**src/rtl/clk_div_prog.sv**
```systemverilog
// Multi-channel programmable clock divider / tick generator.
// Each channel has a shadowed divisor and high-time that are applied only at a period boundary.
module clk_div_prog #(
    parameter int unsigned NUM_CH   = 4,
    parameter int unsigned CNT_W    = 25,
    parameter int unsigned CH_W     = 2,
    parameter int unsigned DEF_DIV  = 12_000_000,
    parameter int unsigned DEF_DUTY = 6_000_000
) (
    input  logic              clk_in,
    input  logic              rst,
    input  logic [NUM_CH-1:0] en,
    input  logic              wr_en,
    input  logic [CH_W-1:0]   wr_ch,
    input  logic [CNT_W-1:0]  wr_div,
    input  logic [CNT_W-1:0]  wr_duty,
    output logic [NUM_CH-1:0] clk_out,
    output logic [NUM_CH-1:0] tick,
    output logic [NUM_CH-1:0] pend
);

    for (genvar g = 0; g < NUM_CH; g++) begin : g_ch
        logic [CNT_W-1:0] cnt;
        logic [CNT_W-1:0] div_act;
        logic [CNT_W-1:0] duty_act;
        logic [CNT_W-1:0] div_sh;
        logic [CNT_W-1:0] duty_sh;
        logic             pend_r;
        logic             clk_r;
        logic             tick_r;

        logic [CNT_W-1:0] last_c;
        logic             wr_hit_c;
        logic             bnd_c;
        logic             load_c;

        // A divisor of 0 acts as 1, so the last count is 0 in both cases.
        always_comb begin
            last_c   = (div_act == '0) ? '0 : div_act - CNT_W'(1);
            wr_hit_c = wr_en && (wr_ch == CH_W'(g));
            bnd_c    = en[g] && (cnt == last_c);
            load_c   = pend_r && (bnd_c || !en[g]);
        end

        always_ff @(posedge clk_in) begin
            if (rst) begin
                cnt      <= '0;
                div_act  <= CNT_W'(DEF_DIV);
                duty_act <= CNT_W'(DEF_DUTY);
                div_sh   <= CNT_W'(DEF_DIV);
                duty_sh  <= CNT_W'(DEF_DUTY);
                pend_r   <= 1'b0;
                clk_r    <= 1'b0;
                tick_r   <= 1'b0;
            end else begin
                cnt    <= (!en[g] || bnd_c) ? '0 : cnt + CNT_W'(1);
                clk_r  <= en[g] && (cnt < duty_act);
                tick_r <= bnd_c;
                // Old shadow is loaded before a same-cycle write replaces it.
                if (load_c) begin
                    div_act  <= div_sh;
                    duty_act <= duty_sh;
                end
                if (wr_hit_c) begin
                    div_sh  <= wr_div;
                    duty_sh <= wr_duty;
                end
                pend_r <= wr_hit_c || (pend_r && !load_c);
            end
        end

        assign clk_out[g] = clk_r;
        assign tick[g]    = tick_r;
        assign pend[g]    = pend_r;
    end

endmodule

```
**config.mk**
```make
export PLATFORM = sky130hd
export DESIGN_NAME = clk_div_prog
export DESIGN_NICKNAME = d
export VERILOG_FILES = /design/src/rtl/clk_div_prog.sv
export SDC_FILE = /design/constraint.sdc
export NUM_CORES = 1
export LEC_CHECK = 0
export CAP_MARGIN = 25
export CORE_MARGIN = 2
export CORE_UTILIZATION = 65
export CTS_BUF_LIST = sky130_fd_sc_hd__clkbuf_8
export CTS_CLUSTER_DIAMETER = 40
export DETAILED_ROUTE_END_ITERATION = 8
export PLACE_DENSITY = 0.83
export SYNTH_ARGS = -nofsm -noshare
export SYNTH_HDL_FRONTEND = slang
export SYNTH_SLANG_ARGS = --single-unit
```
**constraint.sdc**
```tcl
create_clock -name clk_in -period 5.2 [get_ports clk_in]
set_input_delay 1.3 -clock clk_in [delete_from_list [all_inputs] [get_ports clk_in]]
set_output_delay 1.3 -clock clk_in [all_outputs]
set_load 0.05 [all_outputs]
```
==> impl_results.md <==
- Outcome: completed
- Area of the mapped netlist: 27600 µm²
- Hold buffers post-CTS: 0
- GRT overflow: 0
- Pwr per Cell Area: 269 nW/µm²
- Final Cell Area: ~30000 µm²
- Reg2reg end: g_ch[3].duty_act[21]
- First-pass GRT wire length: 123000 µm
- Die W: 210 µm
- Hold EP: g_ch[1].div_sh[22]
- Die area: 44100 µm²
- Vias: 24.1k
- I/O Buffers: 70
- Post-DP HPWL: approximately 54000 µm
- Warnings from Yosys: 0
- Clock buffer depth: 3
- Worst-path clk slew: 0.05 ns
- Slew Viols, Final: 0
- Drt wl/cell: 19.8 µm
- Fillcell total: about 3.2k
- Mapped Cells: 3397
- Largest net degree at the start of global routing: 177
- Diode count: 0
- Vias per cell: 6.06
- Pre-Repair DR Iteration Count: 7
- XOR/XNOR Fraction of Synth Area: 0.0618
- Seq/Total Area, Yosys: 0.372
- Hold Crit Depth: 2
- Most used DFF post-synth: dfxtp_1
- DP Cell Count: roughly 3.8k
- DRC violations left: 0
- CTS tree: built
- Critical Path RT: between 5 and 6 ns
- H-tree Lvls: 3
- Max Cap Viol: 0
- Most frequent cells in the layout: 512 x dfxtp_1, 485 x nand2_1, 359 x nor2_1
- Share of cells above drive strength 1: 0.0560
- FF-to-FF Start: g_ch[3].div_act[0]
- Final WL: 78400 µm
- Reg2Reg Setup Slack: 0.46 ns
- NumNets Final: 3528
- Clock skew: 0.0328 ns
- LEAKAGE: between 10 and 15 nW
- Final hold vios: 0
- Row Count: 75
- Area of the multi-input gates: 15900 µm²
- Worst setup EP type: flip-flop
- Worst setup SP type: flip-flop
- Post-route ant nets: 0
- Seq cells post-synth: 512
- HP Class: reg -> reg
- WS Path Type: reg -> reg
- Vias in the first global route: 22.8k
- Sink Count: roughly 510
- VDD IR-drop max: 0.216 mV
- Synth async-reset ratio: 0
- Final setup violation count: 0
- Post_cts resized: 0
- Fmax: 211 MHz
- Sum Neg Setup Slack: 0 ns
- Synth Area in Simple Gates: 0.287
- Fin cells: 3969
- Tmin final: 4.74 ns
- Boundary Pins: 71
- P&R area growth vs syn: 9.42%
- Starting Density: 0.658
- Hold Slack: 0.456 ns
- Post-CTS setup buffers: 0
- Final worst slack: around 0.46 ns
- Pre-CTS WS: just under 0.5 ns
- Post-synthesis compound-gate area fraction: 0.103
- Core Area: approximately 42000 µm²
- Seq. cell area: roughly 10000 µm²
- Adder-Cell Fraction of Synth Area: 0.0472
- Final GP Congestion: about 0.97
- Worst-Skew Late Latency: between 0.6 and 0.7 ns
- R2R depth: 12
- Crit path max fanout: 50
- Multiplexer share of the synthesized area: 0.0763
- DRT iter0 DRCs: 2242
- Synth unique cells: 83
- Commonest non-fill, non-tap cell in the layout: dfxtp_1
- CTS root buffer: clkbuf_8
- Critical path arrival: 5.31 ns
- Total CTS buffers: 88
- Placed cell areas: 28400 µm²
- Largest family of logic cells by synthesized area: simple AND/OR/NAND/NOR gates
- Die H: ~210 µm
- Slew at the pin closest to its max-slew limit: approximately 0.96 ns
- Unrepaired setup endpoints after global routing: false
- Final Cycle Share: 0.912
- Worst Hold Launch: g_ch[1].div_sh[22]
- Syn Area/Cell: slightly above 8 µm²
- Gr usage total: 0.352
- Post-Syn Nets: roughly 3.6k
- Rel. slew slack: 0.358
- Antenna violations before repair: 1
- Post-synth EDFFs: 0
[flip-flops by register name (all words and copies together) (netlist names)]
name	count
g_ch.div_sh	100
g_ch.duty_act	100
g_ch.pend_r	4
g_ch.duty_sh	100
g_ch.tick_r	4
g_ch.clk_r	4
g_ch.cnt	100
g_ch.div_act	100
[worst max-delay path, cell delays in order (launching register included)]
cell	delay (ns)
dfxtp_1	0.34
inv_1	0.11
ha_1	0.23
or3b_2	0.60
or4_1	0.73
or4_4	0.58
a211oi_2	0.20
a21oi_1	0.06
or4_1	0.47
or4_4	0.54
o22ai_4	0.16
buf_12	0.32
mux2i_1	0.25
[cell families (layout without fill, tap and decap cells)]
logic type / Yosys count / count (layout)
XOR/XNOR: 185 / 185
multiplexers: 210 / 210
adder cells (fa/ha/maj): 104 / 104
AND/OR/NAND/NOR: 1587 / 1587
AO/OA/AOI/OAI: 434 / 434
buffers and inverters: 365 / 398
flip-flops: 512 / 512
[report_power, final]
| part | total (mW) | switching (mW) | internal (mW) |
|---|---|---|---|
| combinational | 0.505 | 0.313 | 0.192 |
| clock | 3.55 | 1.64 | 1.92 |
| sequential | 4.05 | 0.0532 | 4.00 |
| total | 8.11 | 2.00 | 6.11 |
[stage by stage]
step           utilization  power [mW]
2_1_floorplan            -        4.43
3_3_place_gp         0.676        4.60
3_5_place_dp         0.677        4.62
4_1_cts              0.718        8.14
5_1_grt              0.719        8.38
6_report             0.719        8.11
[cell type report]
type | instances | share of cell area
clock buffers | 104 | 0.0474
clock inverters | 51 | 0.00954
inverters | 142 | 0.0177
multi-input cells | 2520 | 0.527
flip-flops and latches | 512 | 0.340
well taps | 539 | 0.0223
repair buffers | 101 | 0.0361
[Yosys cell counts (6+ instances only)]
| library cell | count | area (µm²) |
|---|---|---|
| a211o_1 | 6 | 52.6 |
| a211oi_1 | 20 | 150 |
| a21o_1 | 39 | 293 |
| a21oi_1 | 185 | 926 |
| a31oi_1 | 7 | 43.8 |
| and3_1 | 30 | 188 |
| and4_1 | 7 | 61.3 |
| buf_1 | 6 | 22.5 |
| buf_2 | 14 | 70.1 |
| buf_4 | 12 | 90.1 |
| clkbuf_1 | 185 | 694 |
| dfxtp_1 | 512 | 10200 |
| ha_1 | 104 | 1300 |
| inv_1 | 142 | 533 |
| mux2i_1 | 209 | 2090 |
| nand2_1 | 485 | 1820 |
| nand2b_1 | 259 | 1620 |
| nand3_1 | 76 | 380 |
| nand3b_1 | 82 | 616 |
| nand4_1 | 44 | 275 |
| nor2_1 | 361 | 1360 |
| nor2b_1 | 24 | 150 |
| nor3_1 | 60 | 300 |
| nor3b_1 | 13 | 97.6 |
| nor4_1 | 39 | 244 |
| nor4b_1 | 7 | 61.3 |
| o2111ai_1 | 6 | 52.6 |
| o211ai_1 | 12 | 90.1 |
| o21ai_0 | 43 | 215 |
| o22ai_1 | 8 | 50.1 |
| o31ai_1 | 16 | 120 |
| o32ai_1 | 12 | 105 |
| or2_2 | 14 | 87.6 |
| or3_1 | 23 | 144 |
| or4_1 | 33 | 248 |
| xnor2_1 | 103 | 902 |
| xor2_1 | 76 | 666 |
[worst max path at each step]
stage                        from                    to  cells after the start
2_1_floorplan  g_ch[3].div_act[0]    g_ch[3].div_act[0]                     13
3_3_place_gp   g_ch[3].div_act[0]    g_ch[3].div_act[4]                     12
3_5_place_dp   g_ch[3].div_act[0]   g_ch[3].duty_act[4]                     12
4_1_cts        g_ch[3].div_act[0]  g_ch[3].duty_act[21]                     12
5_1_grt        g_ch[3].div_act[0]  g_ch[3].duty_act[21]                     12
6_report       g_ch[3].div_act[0]  g_ch[3].duty_act[21]                     12
[layer usage]
layer,routed length (µm),up-vias,share of wire,global-route usage
li1,-,11500,-,-
met2,33900,927,0.43,0.538
met3,6040,213,0.077,0.0581
met4,4670,2,0.060,0.204
met5,13,-,0.00017,0
met1,33800,11400,0.43,0.472
Note: power is estimated with default switching activity, not from simulation.
